--- config.mk ---
export PLATFORM = sky130hd
export DESIGN_NAME = matrix_multiply_seq
export DESIGN_NICKNAME = d
export VERILOG_FILES = /design/src/rtl/matmul_pkg.sv /design/src/rtl/matmul_mac.sv /design/src/rtl/matrix_multiply_seq.sv
export SDC_FILE = /design/constraint.sdc
export NUM_CORES = 1
export LEC_CHECK = 0
export CAP_MARGIN = 20
export CORE_ASPECT_RATIO = 1.5
export CORE_MARGIN = 1.5
export CORE_UTILIZATION = 45
export DETAILED_ROUTE_END_ITERATION = 10
export PLACE_DENSITY = 0.65
export SLEW_MARGIN = 20
export SYNTH_ARGS = -nofsm -noshare
export SYNTH_HDL_FRONTEND = slang
export SYNTH_HIERARCHICAL = 1
export SYNTH_SLANG_ARGS = --single-unit
--- constraint.sdc ---
create_clock -name clk -period 12.54 [get_ports clk]
set_input_delay 3.135 -clock clk [delete_from_list [all_inputs] [get_ports clk]]
set_output_delay 3.135 -clock clk [all_outputs]
set_load 0.01 [all_outputs]
--- src/rtl/matmul_pkg.sv ---
// Shared types and width helpers for the sequential NxN matrix multiplier.
// Provides the FSM state enum plus index/result width functions.
package matmul_pkg;

  typedef enum logic [1:0] {
    IDLE,
    CALC,
    DONE
  } state_t;

  // Index width for an n-entry row/column, never below one bit.
  function automatic int calc_iw(input int n);
    return (n > 2) ? $clog2(n) : 1;
  endfunction

  // Result width: full product plus headroom for n summed products.
  function automatic int calc_rw(input int dw, input int n);
    return 2 * dw + calc_iw(n);
  endfunction

endpackage

--- src/rtl/matmul_mac.sv ---
// Combinational multiply-accumulate step: {o_cy,o_sum} = {i_cin,i_add} + i_a*i_b.
// Ports: i_a/i_b DW-bit operands, i_add RW-bit addend, i_cin carry in, o_sum RW-bit sum, o_cy carry out.
module matmul_mac #(
  parameter int DW = 8,
  parameter int RW = 17
) (
  input  logic [DW-1:0] i_a,
  input  logic [DW-1:0] i_b,
  input  logic [RW-1:0] i_add,
  input  logic          i_cin,
  output logic [RW-1:0] o_sum,
  output logic          o_cy
);

  logic [2*DW-1:0] w_prod;
  logic [RW:0]     w_tot;

  assign w_prod = {{DW{1'b0}}, i_a} * {{DW{1'b0}}, i_b};

  // The carry bit keeps the running sum exact across the k loop;
  // the total is bounded below 2^(RW+1), so it never wraps itself.
  assign w_tot = {i_cin, i_add}
               + {{(RW + 1 - 2 * DW){1'b0}}, w_prod};

  assign {o_cy, o_sum} = w_tot;

endmodule

--- src/rtl/matrix_multiply_seq.sv ---
// Sequential NxN unsigned matrix multiplier: C = A*B or C += A*B via one shared MAC.
// Ports: ld_* operand write port, start/acc_mode/busy/done/ovf control, rd_* indexed C read.
module matrix_multiply_seq
  import matmul_pkg::*;
#(
  parameter  int N  = 2,
  parameter  int DW = 8,
  localparam int IW = calc_iw(N),
  localparam int RW = calc_rw(DW, N)
) (
  input  logic          clk,
  input  logic          reset,
  input  logic          ld_en,
  input  logic          ld_sel,
  input  logic [IW-1:0] ld_row,
  input  logic [IW-1:0] ld_col,
  input  logic [DW-1:0] ld_data,
  input  logic          start,
  input  logic          acc_mode,
  output logic          busy,
  output logic          done,
  output logic          ovf,
  input  logic [IW-1:0] rd_row,
  input  logic [IW-1:0] rd_col,
  output logic [RW-1:0] rd_data
);

  localparam logic [IW-1:0] LAST = IW'(N - 1);
  localparam logic [IW:0]   NV   = (IW + 1)'(N);

  state_t r_state;
  state_t w_next;

  logic [DW-1:0] r_a [N][N];
  logic [DW-1:0] r_b [N][N];
  logic [RW-1:0] r_c [N][N];

  logic [IW-1:0] r_i, r_j, r_k;
  logic [RW-1:0] r_acc;
  logic          r_cy;
  logic          r_accm;
  logic          r_ovf;

  logic          w_first;
  logic          w_last;
  logic          w_ld_ok;
  logic          w_rd_ok;
  logic [RW-1:0] w_add;
  logic          w_cin;
  logic [RW-1:0] w_sum;
  logic          w_cy;

  assign w_first = (r_k == '0);
  assign w_last  = (r_i == LAST) && (r_j == LAST) && (r_k == LAST);
  assign w_ld_ok = ({1'b0, ld_row} < NV) && ({1'b0, ld_col} < NV);
  assign w_rd_ok = ({1'b0, rd_row} < NV) && ({1'b0, rd_col} < NV);

  // k == 0 seeds the sum from C (accumulate) or zero.
  assign w_add = w_first ? (r_accm ? r_c[r_i][r_j] : '0) : r_acc;
  assign w_cin = w_first ? 1'b0 : r_cy;

  matmul_mac #(
    .DW(DW),
    .RW(RW)
  ) u_mac (
    .i_a  (r_a[r_i][r_k]),
    .i_b  (r_b[r_k][r_j]),
    .i_add(w_add),
    .i_cin(w_cin),
    .o_sum(w_sum),
    .o_cy (w_cy)
  );

  always_ff @(posedge clk or negedge reset) begin
    if (!reset) r_state <= IDLE;
    else        r_state <= w_next;
  end

  always_comb begin
    w_next = r_state;
    unique case (r_state)
      IDLE:    if (start) w_next = CALC;
      CALC:    if (w_last) w_next = DONE;
      DONE:    w_next = IDLE;
      default: w_next = IDLE;
    endcase
  end

  always_ff @(posedge clk or negedge reset) begin
    if (!reset) begin
      for (int x = 0; x < N; x++) begin
        for (int y = 0; y < N; y++) begin
          r_a[x][y] <= '0;
          r_b[x][y] <= '0;
          r_c[x][y] <= '0;
        end
      end
      r_i    <= '0;
      r_j    <= '0;
      r_k    <= '0;
      r_acc  <= '0;
      r_cy   <= 1'b0;
      r_accm <= 1'b0;
      r_ovf  <= 1'b0;
    end else begin
      if (ld_en && w_ld_ok && r_state != CALC) begin
        if (ld_sel) r_b[ld_row][ld_col] <= ld_data;
        else        r_a[ld_row][ld_col] <= ld_data;
      end
      if (r_state == IDLE && start) begin
        r_accm <= acc_mode;
        if (!acc_mode) r_ovf <= 1'b0;
        r_i <= '0;
        r_j <= '0;
        r_k <= '0;
      end
      if (r_state == CALC) begin
        r_acc <= w_sum;
        r_cy  <= w_cy;
        if (w_cy) r_ovf <= 1'b1;
        if (r_k == LAST) begin
          r_c[r_i][r_j] <= w_sum;
          r_k <= '0;
          if (r_j == LAST) begin
            r_j <= '0;
            r_i <= (r_i == LAST) ? '0 : r_i + 1'b1;
          end else begin
            r_j <= r_j + 1'b1;
          end
        end else begin
          r_k <= r_k + 1'b1;
        end
      end
    end
  end

  assign busy    = (r_state == CALC);
  assign done    = (r_state == DONE);
  assign ovf     = r_ovf;
  assign rd_data = w_rd_ok ? r_c[rd_row][rd_col] : '0;

endmodule
* Word level (Yosys, flattened, before mapping)
Index checks and enable logic that the tools add are counted.
** Storage, ports and cells
- Output and inout bits :: 20
- Word-level logic and storage cells :: 120
- Register bits :: 157
- Input bits :: 18
** Operators by class
- Magnitude comparators :: 11
- $mul :: 1
- Bitwise operators :: 8
- Equal/unequal tests :: 5
- Muxes and demuxes :: 57
- $add $sub $neg :: 4
- Reductions and logical operators :: 14
** Operators by type and width (count)
- $mux W34 :: 7
- $mux W17 :: 9
- $mux W16 :: 7
- $bwmux W68 :: 1
- $bwmux W32 :: 2
- $mux W8 :: 7
- $demux W34 S1 :: 1
- $add A18 B16 Y18 :: 1
- $demux W17 S1 :: 1
- $mux W1 :: 17
- $demux W16 S1 :: 1
- $mul A8 B8 Y16 :: 1
- $ge A2 B2 Y1 const B :: 7
- $not A1 Y2 :: 7
- $demux W8 S1 :: 1
- $logic_and A1 B1 Y1 :: 8
- $lt A2 B1 Y1 const B :: 4
- $reduce_and A2 Y1 :: 4
- $mux W2 :: 2
- $ne A2 B1 Y1 const B :: 2
- $pmux W2 S2 :: 1
- $add A1 B1 Y1 const B :: 3
- $eq A2 B1 Y1 const B :: 1
- $eq A2 B2 Y1 const B :: 1
- 4 further kinds :: 4

* Depth between registers and ports, before layout
Gate-level depths: netlist of run 1.
- Depth after elaboration :: 12
- Mapped depth :: 22

* Hierarchy
Netlist of run 1, hierarchy kept.
** By module, submodules not included
- matrix_multiply_seq :: area an instance 7449.6 um2, times used 1, cells an instance 482
- matmul_mac :: area an instance 2735.1 um2, times used 1, cells an instance 337

* Least setup slack after synthesis of run 1
No wires, ideal clock.
- Path type :: input port to output port
- From :: input port rd_row
- To :: output port rd_data[11]
- Data arrival time :: 4.250 ns
- Data required time :: 9.405 ns
- Slack :: 5.155 ns
- Stages :: 3
- Cell sequence :: buf_2 buf_2 mux4_2
** Between the ends
- Cells in the longest elaborated chain, start to end :: 7
** Ends and longest elaborated chain
- start, declared :: RTL line matrix_multiply_seq.sv:23 : input logic [IW-1:0] rd_row,
- $not A1 Y2 (implied by the code) :: RTL line matrix_multiply_seq.sv:140 : assign rd_data = w_rd_ok ? r_c[rd_row][rd_col] : '0;
- $mux W34 (implied by the code) (3 in series) :: RTL line matrix_multiply_seq.sv:140
- $mux W17 (implied by the code) (3 in series) :: RTL line matrix_multiply_seq.sv:140
- end, declared :: RTL line matrix_multiply_seq.sv:25 : output logic [RW-1:0] rd_data
No other way between the ends. The select of a mux whose other input is x is not followed.

* Worst setup path in the final report of run 1
- From :: input port rd_row
- To :: output port rd_data[0]
The elaborated chain is that of the path after synthesis.

==> impl_metrics.xml, run 1 <==
<?xml version="1.0" encoding="UTF-8"?>
<metrics>
  <group name="sta">
    <metric name="period_needed" unit="ps">8200</metric>
    <metric name="timing.clock.skew" unit="ps">7.842</metric>
    <metric name="max_clock_freq" unit="MHz">122.0</metric>
    <metric name="grt_setup_unrepaired" unit="">no</metric>
    <metric name="timing.final.crit_share" unit="">0.6539</metric>
    <metric name="transition_time_of_the_tightest_slew_check_pin" unit="ps">1040</metric>
    <metric name="setup_viol_count_final" unit="">0</metric>
    <metric name="relative_slew_slack" unit="">0.3068</metric>
    <metric name="final_hold_viol_count" unit="">0</metric>
    <metric name="tns" unit="ps">0</metric>
    <metric name="timing_max_transition_violations_final" unit="">0</metric>
  </group>
  <group name="critical_path">
    <metric name="worstPathMaxFanout" unit="">17</metric>
    <metric name="path_class" unit="">in2out</metric>
    <metric name="arrival_time_of_data_at_the_critical_path_endpoint" unit="ps">5060</metric>
    <metric name="critPathRequiredTime" unit="ps">9400</metric>
    <metric name="sort_of_element_at_the_end_of_the_critical_path" unit="">primary output</metric>
    <metric name="critPathLaunchType" unit="">input pin</metric>
  </group>
  <group name="worst_hold_path">
    <metric name="min_path_type" unit="">reg2reg</metric>
  </group>
  <group name="synth">
    <metric name="ys_seq_area_frac" unit="">0.3857</metric>
    <metric name="synth_seq_cells" unit="">157</metric>
    <metric name="synthesis.nets" unit="">927</metric>
    <metric name="synth-edff-count" unit="">0</metric>
    <metric name="synthesis.yosys.warnings" unit="">6</metric>
    <metric name="yosysUniqueCellTypes" unit="">54</metric>
    <metric name="yosysTopAreaCell" unit="">dfrtp_1</metric>
    <metric name="area_contributors_post_synth" unit="">dfrtp_1, mux2_2, mux4_2</metric>
    <metric name="post_synth_most_frequent_cells" unit="">dfrtp_1, mux2_2, inv_1</metric>
    <metric name="synthesis.area" unit="µm²">10180</metric>
    <metric name="netlist_instances" unit="">819</metric>
    <metric name="share_of_flip_flops_with_an_asynchronous_set_or_reset_after_synthesis" unit="">1.000</metric>
    <metric name="yosysTopAreaCellShare" unit="">0.3857</metric>
    <metric name="synth-main-ff-cell" unit="">dfrtp_1</metric>
    <metric name="synth.avg_cell_area" unit="µm²">12.44</metric>
    <metric name="synthMostInstantiatedCell" unit="">dfrtp_1</metric>
  </group>
  <group name="route">
    <metric name="routed-via-count" unit="">6398</metric>
    <metric name="detail-route-antenna-nets" unit="">0</metric>
    <metric name="wire_per_inst" unit="µm">20.20</metric>
    <metric name="number_of_design_rule_violations_left_by_the_first_detailed_router_iteration" unit="">266</metric>
    <metric name="totalWireLength" unit="µm">23070</metric>
    <metric name="detail_route.wirelength.met1" unit="µm">9291</metric>
    <metric name="post_drt_via_cell_ratio" unit="">5.602</metric>
    <metric name="number_of_drc_violations_after_detailed_routing" unit="">0</metric>
    <metric name="wire_length_on_met3" unit="µm">813</metric>
    <metric name="routed-wl-met2" unit="µm">12320</metric>
    <metric name="drt_pass1_iterations" unit="">4</metric>
    <metric name="highest_layer" unit="">met4</metric>
  </group>
  <group name="placement">
    <metric name="post-dp-hpwl" unit="µm">16030</metric>
    <metric name="gp_congestion" unit="">0.8116</metric>
    <metric name="portBuffers" unit="">37</metric>
  </group>
  <group name="clock_tree">
    <metric name="clkTransAtPathRegs" unit="ps">60</metric>
    <metric name="cts_buffers" unit="">17</metric>
    <metric name="cts_setup_buffers" unit="">0</metric>
    <metric name="post_cts_hold_buffer_count" unit="">0</metric>
    <metric name="tritoncts_clock_tree" unit="">done</metric>
    <metric name="post_cts_resized" unit="">0</metric>
    <metric name="skew_pair_late_insertion_delay" unit="ps">440</metric>
    <metric name="cts_max_level" unit="">4</metric>
    <metric name="clock_sink_count" unit="">157</metric>
    <metric name="clock_tree.root_cell" unit="">clkbuf_16</metric>
    <metric name="clk_path_buf_depth" unit="">2</metric>
  </group>
  <group name="global_route">
    <metric name="via_count_of_the_first_global_routing_pass" unit="">6879</metric>
    <metric name="pin_count_of_the_biggest_net_entering_global_routing" unit="">88</metric>
    <metric name="number_of_antenna_violations_at_the_first_check_in_global_routing" unit="">0</metric>
    <metric name="grtUsageTotal" unit="">0.2102</metric>
    <metric name="grt_pass1_wl" unit="µm">37890</metric>
    <metric name="globalRouteOverflowTotal" unit="">0</metric>
  </group>
  <group name="floorplan">
    <metric name="ioPinCount" unit="">38</metric>
    <metric name="rows" unit="">67</metric>
    <metric name="die-height" unit="µm">187.3</metric>
    <metric name="core_area" unit="µm²">22300</metric>
    <metric name="fp.dieArea" unit="µm²">23560</metric>
    <metric name="initial_core_util" unit="">0.4567</metric>
    <metric name="fp.dieW" unit="µm">125.8</metric>
  </group>
  <group name="cells_and_area">
    <metric name="number_of_nets_in_the_layout" unit="">962</metric>
    <metric name="multi_input_area" unit="µm²">5707</metric>
    <metric name="register_area" unit="µm²">3931</metric>
    <metric name="diodes" unit="">0</metric>
    <metric name="layout_fillers" unit="">1955</metric>
    <metric name="drive_gt1_frac" unit="">0.2852</metric>
    <metric name="area_delta_synth_final" unit="%">12.17</metric>
  </group>
  <group name="run_status">
    <metric name="result_of_the_run" unit="">completed</metric>
  </group>
  <group name="job">
    <metric name="drv.max_cap_violation_count" unit="">0</metric>
  </group>
</metrics>
per-stage QoR:
stage,cell area [µm²],std cells,hold WS (ps),utilization,setup WS (ps)
3_5_place_dp,10810,1111,459.6,0.4849,4056
6_report,11420,1142,474.8,0.5123,4340
4_1_cts,11430,1142,474.3,0.5126,4038
5_1_grt,11420,1142,497.6,0.5123,4245
2_1_floorplan,10180,819,438.2,-,5155
3_3_place_gp,10810,1111,452.8,0.4849,4124
cell families (layout without fill, tap and decap cells):
group | after synthesis | in the layout | share of synthesized area
flops | 157 | 157 | 0.3857
buf+inv | 132 | 179 | 0.05455
xor+xnor | 9 | 9 | 0.007740
compound gates | 58 | 58 | 0.04361
simple gates | 188 | 188 | 0.09521
fa+ha+maj | 90 | 90 | 0.1474
mux | 185 | 185 | 0.2657
cell usage in the layout, fill, tap and decap left out, drive strengths merged, types with 14 or more instances in the layout:
cell type,netlist,routed
dfrtp,157,157
mux2,135,135
inv,101,102
nand2,98,98
mux4,50,50
fa,50,50
ha,40,40
clkdlybuf4s50,0,35
and2,34,34
clkbuf,8,22
a22o,19,19
nor2,14,14
critical path, stage by stage:
cell and delay [ps]:
clkdlybuf4s50_1 450, buf_4 360, mux4_2 600, clkdlybuf4s50_1 500
layer usage:
| metal | vias up | global-route usage |
|---|---|---|
| met5 | - | 0 |
| met4 | 0 | 0.08090 |
| li1 | 2900 | - |
| met2 | 106 | 0.3719 |
| met3 | 41 | 0.03890 |
| met1 | 3351 | 0.2534 |
state kept, by name, indices dropped and copies added (netlist names):
| register | flops |
|---|---|
| r_j | 1 |
| r_c | 68 |
| r_b | 32 |
| r_a | 32 |
| ovf | 1 |
| r_k | 1 |
| r_i | 1 |
| r_cy | 1 |
| r_acc | 17 |
| r_accm | 1 |
| r_state | 2 |
worst paths after layout:
kind | cells past startpoint | slack, ps | start | endpoint
min | 2 | 470 | r_acc[4] | r_acc[4]
max reg2reg | 16 | 6090 | r_i | r_c[50]
min in group asynchronous | 1 | 2770 | reset | r_b[17]
min reg2reg | 2 | 470 | r_acc[4] | r_acc[4]
max in group asynchronous | 2 | 8310 | reset | r_i
max | 4 | 4340 | rd_row | rd_data[0]
area by class of cell:
cell class / instances / area share
inverters: 101 / 0.03340
clock buffers: 22 / 0.04238
clock inverters: 9 / 0.01172
flip-flops and latches: 157 / 0.3441
multi-input cells: 530 / 0.4995
well taps: 276 / 0.03023
repair buffers: 47 / 0.03866
Power of run 1 is left out: the tool's default activity adds up to more than one toggle a clock period on the data nets, which glitch-free logic cannot reach.
==> run 2: changes to the inputs <==
Settings changed: PLACE_DENSITY 0.65 to 0.67.
Clock period 12.54 ns to 7.4 ns, I/O delays scaled along.
==> impl_metrics.xml, run 2 (synthesized netlist as in run 1, its figures left out) <==
<?xml version="1.0" encoding="UTF-8"?>
<metrics>
  <group name="cells_and_area">
    <metric name="mostFrequentLayoutCells" unit="">dfrtp_1, mux2_2, inv_1, nand2_1</metric>
    <metric name="largest_register_ffs" unit="">68</metric>
    <metric name="number_of_nets_in_the_layout" unit="">963</metric>
    <metric name="regMostFlops" unit="">r_c</metric>
    <metric name="diodes" unit="">0</metric>
    <metric name="non_filler_instances" unit="">1144</metric>
    <metric name="drive_gt1_frac" unit="">0.2869</metric>
    <metric name="most_common_cell_after_layout_fill_and_taps_aside" unit="">dfrtp_1</metric>
    <metric name="largest_registers" unit="">r_c (68), r_a (32), r_b (32)</metric>
    <metric name="layout_fillers" unit="">1935</metric>
    <metric name="area_delta_synth_final" unit="%">12.44</metric>
  </group>
  <group name="floorplan">
    <metric name="ioPinCount" unit="">38</metric>
    <metric name="initial_core_util" unit="">0.4567</metric>
    <metric name="fp.dieW" unit="µm">125.8</metric>
    <metric name="rows" unit="">67</metric>
    <metric name="core_area" unit="µm²">22300</metric>
    <metric name="die-height" unit="µm">187.3</metric>
    <metric name="fp.dieArea" unit="µm²">23560</metric>
  </group>
  <group name="route">
    <metric name="wire_per_inst" unit="µm">19.25</metric>
    <metric name="number_of_drc_violations_after_detailed_routing" unit="">0</metric>
    <metric name="totalWireLength" unit="µm">22020</metric>
    <metric name="post_drt_via_cell_ratio" unit="">5.552</metric>
    <metric name="number_of_design_rule_violations_left_by_the_first_detailed_router_iteration" unit="">288</metric>
    <metric name="detail-route-antenna-nets" unit="">0</metric>
    <metric name="routed-via-count" unit="">6351</metric>
    <metric name="drt_pass1_iterations" unit="">4</metric>
  </group>
  <group name="clock_tree">
    <metric name="post_cts_hold_buffer_count" unit="">0</metric>
    <metric name="post_cts_resized" unit="">0</metric>
    <metric name="cts_max_level" unit="">4</metric>
    <metric name="clkTransAtPathRegs" unit="ps">60</metric>
    <metric name="skew_pair_late_insertion_delay" unit="ps">440</metric>
    <metric name="clock_sink_count" unit="">157</metric>
    <metric name="clk_path_buf_depth" unit="">2</metric>
    <metric name="tritoncts_clock_tree" unit="">done</metric>
    <metric name="cts_setup_buffers" unit="">0</metric>
    <metric name="clock_tree.root_cell" unit="">clkbuf_16</metric>
    <metric name="cts_buffers" unit="">17</metric>
  </group>
  <group name="critical_path">
    <metric name="sort_of_element_at_the_end_of_the_critical_path" unit="">flip-flop</metric>
    <metric name="arrival_time_of_data_at_the_critical_path_endpoint" unit="ps">6590</metric>
    <metric name="critPathLaunchType" unit="">flip-flop</metric>
    <metric name="path_class" unit="">reg2reg</metric>
    <metric name="critPathRequiredTime" unit="ps">7770</metric>
    <metric name="worstPathMaxFanout" unit="">24</metric>
  </group>
  <group name="placement">
    <metric name="gp_congestion" unit="">0.8838</metric>
    <metric name="post-dp-hpwl" unit="µm">16090</metric>
    <metric name="pre_cts_ws" unit="ps">1182</metric>
    <metric name="place.detailed.instances" unit="">1110</metric>
    <metric name="portBuffers" unit="">37</metric>
  </group>
  <group name="sta">
    <metric name="final_hold_viol_count" unit="">0</metric>
    <metric name="timing.final.crit_share" unit="">0.8402</metric>
    <metric name="worst_slack_setup_final" unit="ps">1182</metric>
    <metric name="grt_setup_unrepaired" unit="">no</metric>
    <metric name="max_clock_freq" unit="MHz">160.8</metric>
    <metric name="fin_hold_ws" unit="ps">469.2</metric>
    <metric name="period_needed" unit="ps">6218</metric>
    <metric name="transition_time_of_the_tightest_slew_check_pin" unit="ps">1068</metric>
    <metric name="setup_viol_count_final" unit="">0</metric>
    <metric name="tns" unit="ps">0</metric>
    <metric name="timing.clock.skew" unit="ps">7.545</metric>
    <metric name="timing_max_transition_violations_final" unit="">0</metric>
    <metric name="relative_slew_slack" unit="">0.2854</metric>
  </group>
  <group name="global_route">
    <metric name="via_count_of_the_first_global_routing_pass" unit="">7036</metric>
    <metric name="number_of_antenna_violations_at_the_first_check_in_global_routing" unit="">0</metric>
    <metric name="pin_count_of_the_biggest_net_entering_global_routing" unit="">90</metric>
    <metric name="grt_pass1_wl" unit="µm">37440</metric>
    <metric name="grtUsageTotal" unit="">0.2054</metric>
    <metric name="globalRouteOverflowTotal" unit="">0</metric>
  </group>
  <group name="worst_hold_path">
    <metric name="min_path_type" unit="">reg2reg</metric>
  </group>
  <group name="run_status">
    <metric name="result_of_the_run" unit="">completed</metric>
  </group>
  <group name="job">
    <metric name="drv.max_cap_violation_count" unit="">0</metric>
  </group>
</metrics>
[run 2: changes by cell type in the layout (fill, tap and decap cells not counted), moves of 2 or more]
cell,before,now
buf_4,10,8
buf_8,0,3
clkbuf_8,4,1
clkinvlp_4,1,4
inv_6,1,5
nor3_2,6,4
nor3_4,1,3
[run 2: routing by layer]
metal | vias to the layer above | wire (µm) | GRT usage
met5 | - | 0 | 0
met4 | 0 | 448 | 0.06764
met3 | 30 | 525 | 0.03747
met2 | 88 | 11900 | 0.3705
met1 | 3324 | 9150 | 0.2464
li1 | 2909 | - | -
[run 2: layout make-up]
cell class	instances	area [µm²]	share of cell area
Clock buffer	18	439.2	0.03835
Clock inverter	14	158.9	0.01388
Inverter	101	381.6	0.03332
Multi-Input combinational cell	530	5719	0.4994
Sequential cell	157	3931	0.3433
Tap cell	276	345.3	0.03015
Timing Repair Buffer	48	476.7	0.04163
[run 2: metrics by stage]
stage	util	area, µm²
2_1_floorplan	-	10180
3_3_place_gp	0.4847	10810
3_5_place_dp	0.4854	10820
4_1_cts	0.5122	11420
5_1_grt	0.5136	11450
6_report	0.5136	11450
[run 2: worst max-delay path, cell delays in order, from the launching register on]
cell	delay, ps
dfrtp_2	930
mux4_2	700
and2_1	220
fa_1	500
fa_1	510
fa_1	540
inv_1	50
fa_1	520
inv_1	40
ha_1	350
nand2_2	100
nor2_2	70
a311oi_1	550
nand2_1	190
o311ai_1	610
mux2_2	270
[run 2: worst paths after layout]
path / from / to / slack [ps] / depth (start not counted)
setup / recovery: r_i / r_c[33] / 1180 / 15
hold / removal: r_cy / r_cy / 470 / 2
setup reg to reg: r_i / r_c[33] / 1180 / 15
hold reg to reg: r_cy / r_cy / 470 / 2
max in group asynchronous: reset / r_c[64] / 4590 / 2
min in group asynchronous: reset / r_b[25] / 1450 / 1
Power of run 2 is left out for the same reason.
